**src/rtl/rbe_tcdm_split.sv**
```systemverilog
// Splits one wide upstream TCDM request into MP independent 32-bit lane requests
// and reassembles the per-lane read responses into a single wide response.
//
// state | meaning
// IDLE  | no transaction in flight; lane requests follow in_req_i
// ISSUE | some active lanes granted, waiting for the rest
// WAIT  | read fully granted, collecting lane responses
module rbe_tcdm_split #(
    parameter int unsigned BW            = 288,
    parameter int unsigned SKIP_EMPTY_WR = 1,
    localparam int unsigned MP           = BW / 32
) (
    input  logic                   clk_i,
    input  logic                   rst_ni,
    input  logic                   clear_i,
    input  logic                   in_req_i,
    output logic                   in_gnt_o,
    input  logic [31:0]            in_add_i,
    input  logic                   in_wen_i,
    input  logic [BW/8-1:0]        in_be_i,
    input  logic [BW-1:0]          in_data_i,
    output logic                   in_r_valid_o,
    output logic [BW-1:0]          in_r_data_o,
    output logic [MP-1:0]          tcdm_req_o,
    output logic [MP-1:0][31:0]    tcdm_add_o,
    output logic [MP-1:0]          tcdm_wen_o,
    output logic [MP-1:0][3:0]     tcdm_be_o,
    output logic [MP-1:0][31:0]    tcdm_data_o,
    input  logic [MP-1:0]          tcdm_gnt_i,
    input  logic [MP-1:0]          tcdm_r_valid_i,
    input  logic [MP-1:0][31:0]    tcdm_r_data_i,
    output logic [31:0]            stall_cnt_o,
    output logic                   err_o
);

    typedef enum logic [1:0] {IDLE, ISSUE, WAIT} state_t;

    state_t               state_q;
    logic [MP-1:0]        done_q;
    logic [MP-1:0]        exp_q;
    logic [MP-1:0][31:0]  buf_q;

    logic [MP-1:0]        write_mask;
    logic [MP-1:0]        active_mask;
    logic                 req_phase;
    logic [MP-1:0]        granted;
    logic [MP-1:0]        resp;
    logic [MP-1:0]        unexpected;
    logic                 last_resp;

    always_comb begin
        write_mask = '0;
        tcdm_add_o = '0;
        tcdm_be_o = '0;
        tcdm_data_o = '0;
        tcdm_wen_o = '0;
        for (int i = 0; i < int'(MP); i++) begin
            tcdm_add_o[i]  = in_add_i + 32'(4 * i);
            tcdm_be_o[i]   = in_be_i[4*i +: 4];
            tcdm_data_o[i] = in_data_i[32*i +: 32];
            tcdm_wen_o[i]  = in_wen_i;
            write_mask[i]  = |in_be_i[4*i +: 4];
        end

        // Reads always touch every lane; empty write lanes may be dropped.
        if (in_wen_i || SKIP_EMPTY_WR == 0) begin
            active_mask = '1;
        end else begin
            active_mask = write_mask;
        end

        req_phase  = in_req_i && (state_q != WAIT);
        tcdm_req_o = req_phase ? (active_mask & ~done_q) : '0;
        granted    = tcdm_req_o & tcdm_gnt_i;
        in_gnt_o   = req_phase && ((active_mask & ~(done_q | granted)) == '0);

        resp       = (state_q == WAIT) ? (tcdm_r_valid_i & exp_q) : '0;
        unexpected = tcdm_r_valid_i & ~resp;
        last_resp  = (state_q == WAIT) && (exp_q != '0) && ((exp_q & ~resp) == '0);
        in_r_valid_o = last_resp;

        in_r_data_o = '0;
        for (int i = 0; i < int'(MP); i++) begin
            in_r_data_o[32*i +: 32] = resp[i] ? tcdm_r_data_i[i] : buf_q[i];
        end
    end

    always_ff @(posedge clk_i or negedge rst_ni) begin
        if (!rst_ni) begin
            state_q     <= IDLE;
            done_q      <= '0;
            exp_q       <= '0;
            buf_q       <= '0;
            stall_cnt_o <= '0;
            err_o       <= 1'b0;
        end else if (clear_i) begin
            state_q     <= IDLE;
            done_q      <= '0;
            exp_q       <= '0;
            buf_q       <= '0;
            stall_cnt_o <= '0;
            err_o       <= 1'b0;
        end else begin
            case (state_q)
                IDLE, ISSUE: begin
                    if (in_gnt_o) begin
                        done_q <= '0;
                        if (in_wen_i) begin
                            state_q <= WAIT;
                            exp_q   <= active_mask;
                        end else begin
                            state_q <= IDLE;
                        end
                    end else begin
                        done_q <= done_q | granted;
                        if (|granted) begin
                            state_q <= ISSUE;
                        end
                    end
                end
                WAIT: begin
                    for (int i = 0; i < int'(MP); i++) begin
                        if (resp[i]) begin
                            buf_q[i] <= tcdm_r_data_i[i];
                        end
                    end
                    exp_q <= exp_q & ~resp;
                    if (last_resp) begin
                        state_q <= IDLE;
                    end
                end
                default: state_q <= IDLE;
            endcase

            if (|unexpected) begin
                err_o <= 1'b1;
            end

            if (in_req_i && !in_gnt_o && stall_cnt_o != 32'hFFFF_FFFF) begin
                stall_cnt_o <= stall_cnt_o + 32'd1;
            end
        end
    end

endmodule

```
**config.mk**
```make
export PLATFORM = sky130hd
export DESIGN_NAME = rbe_tcdm_split
export DESIGN_NICKNAME = d
export VERILOG_FILES = /design/src/rtl/rbe_tcdm_split.sv
export SDC_FILE = /design/constraint.sdc
export NUM_CORES = 1
export LEC_CHECK = 0
export ABC_CLOCK_PERIOD_IN_PS = 5100
export BUFFER_PORTS_ARGS = -buffer_cell sky130_fd_sc_hd__buf_2
export CAP_MARGIN = 0
export CORE_AREA = 2 2 626 628
export CTS_CLUSTER_SIZE = 16
export DETAILED_ROUTE_END_ITERATION = 6
export DIE_AREA = 0 0 628 630
export PLACE_DENSITY_LB_ADDON = 0.12
export SYNTH_ARGS = -nofsm -noshare
export SYNTH_HDL_FRONTEND = slang
export SYNTH_SLANG_ARGS = --single-unit
export TNS_END_PERCENT = 30
```
**constraint.sdc**
```tcl
create_clock -name clk_i -period 5.1 [get_ports clk_i]
set_clock_uncertainty 0.15 [all_clocks]
set_input_delay 0.255 -clock clk_i [delete_from_list [all_inputs] [get_ports clk_i]]
set_output_delay 0.255 -clock clk_i [all_outputs]
set_load 0.1 [all_outputs]
```
## Word-level counts from Yosys, hierarchy flattened

Cells that the tools add are included.

- Register bits after elaboration: 341
- Bits in latches: 0
- Memory bits (writable): 0
- Bits in read-only memories: 0
- Input bits: 667
- Logic and storage cells: 102
- Memories kept: 0

- Add/sub/neg operators: 9
- Multiply operators: 0
- Divide/modulo/power cells: 0
- Magnitude comparators: 0
- Eq/ne operators: 8
- Shifts and indexed selects: 0
- Muxes and demuxes: 31
- Bitwise gates (word level): 10
- Reduce and logical (&&, ||, !) cells: 30

Operators by type and width:

| operator | number |
|---|---|
| $mux 288 | 2 |
| $mux 32 | 11 |
| $add 32x5->32 const B | 4 |
| $mux 9 | 9 |
| $add 32x4->32 const B | 2 |
| $and 9x9->9 | 6 |
| $reduce_or 4->1 | 9 |
| $add 32x1->32 const B | 1 |
| $add 32x3->32 const B | 1 |
| $add 32x6->32 const B | 1 |
| $ne 32x32->1 const B | 1 |
| $not 9->9 | 3 |
| $logic_not 9->1 | 2 |
| $pmux 9 s2 | 1 |
| $reduce_or 9->1 | 2 |
| $mux 2 | 5 |
| $ne 3x3->1 const B | 3 |
| $or 9x9->9 | 1 |
| $reduce_bool 9->1 | 1 |
| $reduce_bool 2->1 | 4 |
| $logic_and 1x1->1 | 6 |
| $ne 4x4->1 const B | 1 |
| $pmux 2 s2 | 1 |
| $reduce_and 3->1 | 1 |
| other kinds (9) | 10 |

## Depth between registers and ports, before layout

- Word-level depth: 15
- Depth in mapped cells: 9
- Depth with buffers taken out: 7

## Worst setup path after synthesis

OpenSTA, ideal clock, no wires.

- Kind: input-to-output
- Start: in in_add_i[3]
- End: out tcdm_add_o[228] (netlist bit)
- Arrival time: 4.265 ns
- Required time: 4.695 ns
- Slack: 0.430 ns
- Cell stages on the path: 6
- Path buffers: 2
- Cells stage by stage: clkbuf_1 inv_1 ha_1 clkbuf_1 xnor2_1 inv_1

RTL lines:

| what | line | text |
|---|---|---|
| start, declared | 18 | `input logic [31:0] in_add_i,` |
| end, declared | 25 | `output logic [MP-1:0][31:0] tcdm_add_o,` |

## Worst setup path in the final report

- Start: reg state_q[1]
- End: out in_r_data_o[208]

- Cells in the longest elaborated chain, start to end: 3

Ends and longest elaborated chain:

| what | line | text |
|---|---|---|
| start, declared | 38 | `state_t state_q;` |
| start signal, assigned | 90 | `state_q <= IDLE;` |
| start signal, assigned | 97 | `state_q <= IDLE;` |
| start signal, assigned | 109 | `state_q <= WAIT;` |
| $eq 2x2->1 | 77 | `resp = (state_q == WAIT) ? (tcdm_r_valid_i & exp_q) : '0;` |
| $mux 9 | 77 |  |
| $mux 32 | -- |  |
| end, declared | 23 | `output logic [BW-1:0] in_r_data_o,` |

Every way passes these cells.

==> flow_summary.ini <==
[sta]
finalCritPeriodShare_pct = 83.2
slew_viol_final = 0
timing.final.crit_period_ps = 4240
setup_violations = 0
worst_pin_slew_ps = 1200
relSlewSlack_pct = 19.1
rsz0062_at_grt = no
hold_viol = 0
setup_tns_ps = 0
max_freq_ghz = 0.236

[power]
power_leakage_uw = 0.0161
irDropWorstVdd_v = 0.000224
p_per_area_nw_per_um2 = 243
power_uw = 8750

[yosys]
synthCells = 2242
syn_avg_cell_area_sq_um = 9.82
synth_edf_count = 0
yosysTopAreaCell = dfrtp_1
syn_area_sq_um = 22000
async_flop_share_pct = 100
yosysSeqAreaShare_pct = 38.7
yosysUniqueCellTypes = 59
yosys-top-cells-area = dfrtp_1 39%, mux2_2 15%, buf_4 14%
ys_ff_latch = 341
synth_ff_type = dfrtp_1
yosysWarningCount = 0
netlist.area_leader.share_pct = 38.7
syn_nets = 2920

[critical_path]
path_delay_family = buffers and inverters
crit_path_frequent_cell = buf_4
worstPathBufferInverterCount = 4
crit_path_end_kind = primary output
cpPeakStageDelay_ps = 670
critical_path_arrival_ps = 3840
r2r_cells = 7
crit_chain = inv_1 > nor2_2 > buf_4 > nand3_2 > buf_4 > mux2_2 > buf_2
ff2ff_setup_slack_ps = 880
crit_fanout = 24
r2r_start = state_q[1]
cp.required_ps = 4700
startpoint_type = register
slowest_stage = nor2_2
crit_type = reg -> out
worstReg2RegEnd = err_o

[clocking]
clk_pin_slew_ps = 70
cts_root_buf = clkbuf_16
insertion_delay_ps = 650
cts.sinks = 341
numCtsBuffers = 52
tritoncts = done
postCtsSetupBuffers = 0
htreeDepth = 2
cts.path.max_buffers = 3

[floorplanning]
die-width_um = 628
dieArea_sq_um = 396000
num_rows = 229
core-area_sq_um = 388000
start_util_pct = 5.67
io_pins = 1620
die_height_um = 630

[route]
drt_drc_violations_left = 0
drtAntennaViolNets = 0
dr.pass1.iters = 6
wl_um = 172000
drt_iter0_drc = 574
vias = 19900
vias_per_cell = 2.36
drt-wirelength-per-cell_um = 20.4

[final_layout]
area_growth_pct = 63.5
register_area_sq_um = 8530
final_cell_mix = 994 x buf_2, 341 x dfrtp_1, 319 x dlygate4sd3_1
nets = 3853
layout_commonest_cell = buf_2
multi_input_area_sq_um = 9980
stdcell_area_sq_um = 36000
fill_cells = 45300
drive_above_1_share_pct = 45.6

[global_route]
grt_max_degree = 136
antenna_found_initial = 62
grt_pass1_vias = 21700
gr-total-overflow = 0
grt_usage_pct = 8.38
grt_first_pass_wirelength_um = 224000

[hold_path]
hold_path_startpoint = clear_i
hold_depth = 3
min_to = stall_cnt_o[0]
hold_class = in -> reg

[placement]
dpl.hpwl_um = 142000
io_buffers = 1023
dpl_cell_area_sq_um = 31100
place_congestion = 0.756

[flow_run]
maxCapViolCount = 0

[run_status]
outcome = finished, final reports clean
## layer usage
layer  vias up  track usage, %  wire (um)
met2       982            16.8      96500
met4         0            2.69       6290
met1      9748            7.59      54300
li1       8859               -          -
met3       288            3.19      14700
met5         -               0          0
## sequential cells by signal, indices dropped and copies added, names as in the netlist
signal,count
err_o,1
buf_q,288
state_q,2
stall_cnt_o,32
exp_q,9
done_q,9
## cell families (layout without fill, tap and decap cells)
family          after synthesis  count (layout)  share of synthesized area [%]
flops                       341             341                           38.7
fa+ha+maj                    11              11                          0.625
simple gates                716             716                           17.4
mux                         289             289                           14.8
compound gates              125             125                           3.59
other cells                   0               5                              0
xor+xnor                    217             217                           8.63
buf+inv                     543            1511                           16.2
## worst register-to-register path, cell delays in order (launching register included)
cell and delay, ps:
dfrtp_1 360, inv_1 100, nor2_2 670, nand3_2 970
a222oi_1 590, dlygate4sd3_1 600, a31oi_1 70, dlygate4sd3_1 590
## Yosys cell counts, types with 2 or more instances
library cell,number
inv_1,23
nand4_1,22
a21o_1,2
o21ai_1,11
buf_1,19
a2111oi_0,2
nor4_1,6
or4_1,19
a21oi_1,48
xor2_1,79
ha_1,11
or2_2,4
a221oi_1,2
nand2b_1,5
or3_1,15
o21ai_0,8
nand3_1,39
buf_4,398
a22oi_1,4
buf_2,8
o31ai_1,16
xnor2_1,138
a211o_1,3
a211oi_1,3
and4_1,4
and2_1,294
nor3_1,29
clkbuf_1,91
mux2_2,288
o21bai_1,2
nor2b_1,10
o21ba_2,2
or2_1,2
nand2_1,152
and3_1,9
buf_6,3
nor2_1,96
and2_0,3
dfrtp_1,341
a31oi_1,12
## metrics by stage
stage / utilization [%] / hold WS [ps] / setup slack [ps] / instances
2_1_floorplan: - / -191 / 430 / 2242
3_3_place_gp: 8.01 / 128 / 706 / 7998
3_5_place_dp: 8.01 / 127 / 695 / 7998
4_1_cts: 9.27 / 10.2 / 479 / 8407
5_1_grt: 9.27 / 62.2 / 511 / 8408
6_report: 9.27 / 77.1 / 859 / 8412
## worst max-delay path by stage
stage	from	end	slack [ps]	cells after the start
after floorplan	in_add_i[3]	tcdm_add_o[228]	430	6
after global placement	in_add_i[5]	tcdm_add_o[51]	710	9
after detailed placement	in_add_i[5]	tcdm_add_o[51]	700	9
after CTS	state_q[1]	in_r_data_o[221]	480	7
after global routing	state_q[1]	in_r_data_o[221]	510	7
final	state_q[1]	in_r_data_o[208]	860	7
## report_power, final
| group | internal (uW) | total (uW) | leakage (uW) | switching, uW |
|---|---|---|---|---|
| Sequential | 2710 | 2720 | 0.00475 | 8.65 |
| Clock | 2150 | 3720 | 0.000812 | 1570 |
| Combinational | 512 | 2310 | 0.0105 | 1800 |
| Total | 5370 | 8750 | 0.0161 | 3380 |
## layout make-up
type                    instances  area share (%)
multi-input cells            1358            27.7
flip-flops and latches        341            23.7
clock buffers                  77            4.10
well taps                    5197            18.1
clock inverters                12           0.546
repair buffers               1398            25.6
diodes                          5          0.0347
inverters                      24           0.271
## timing repair
item	CTS	global route
gates resized for setup	0	0
hold buffers	320	0
hold endpoints to repair	358	0
endpoints found under the setup margin	0	0
Power figures use the tool's default switching activity.
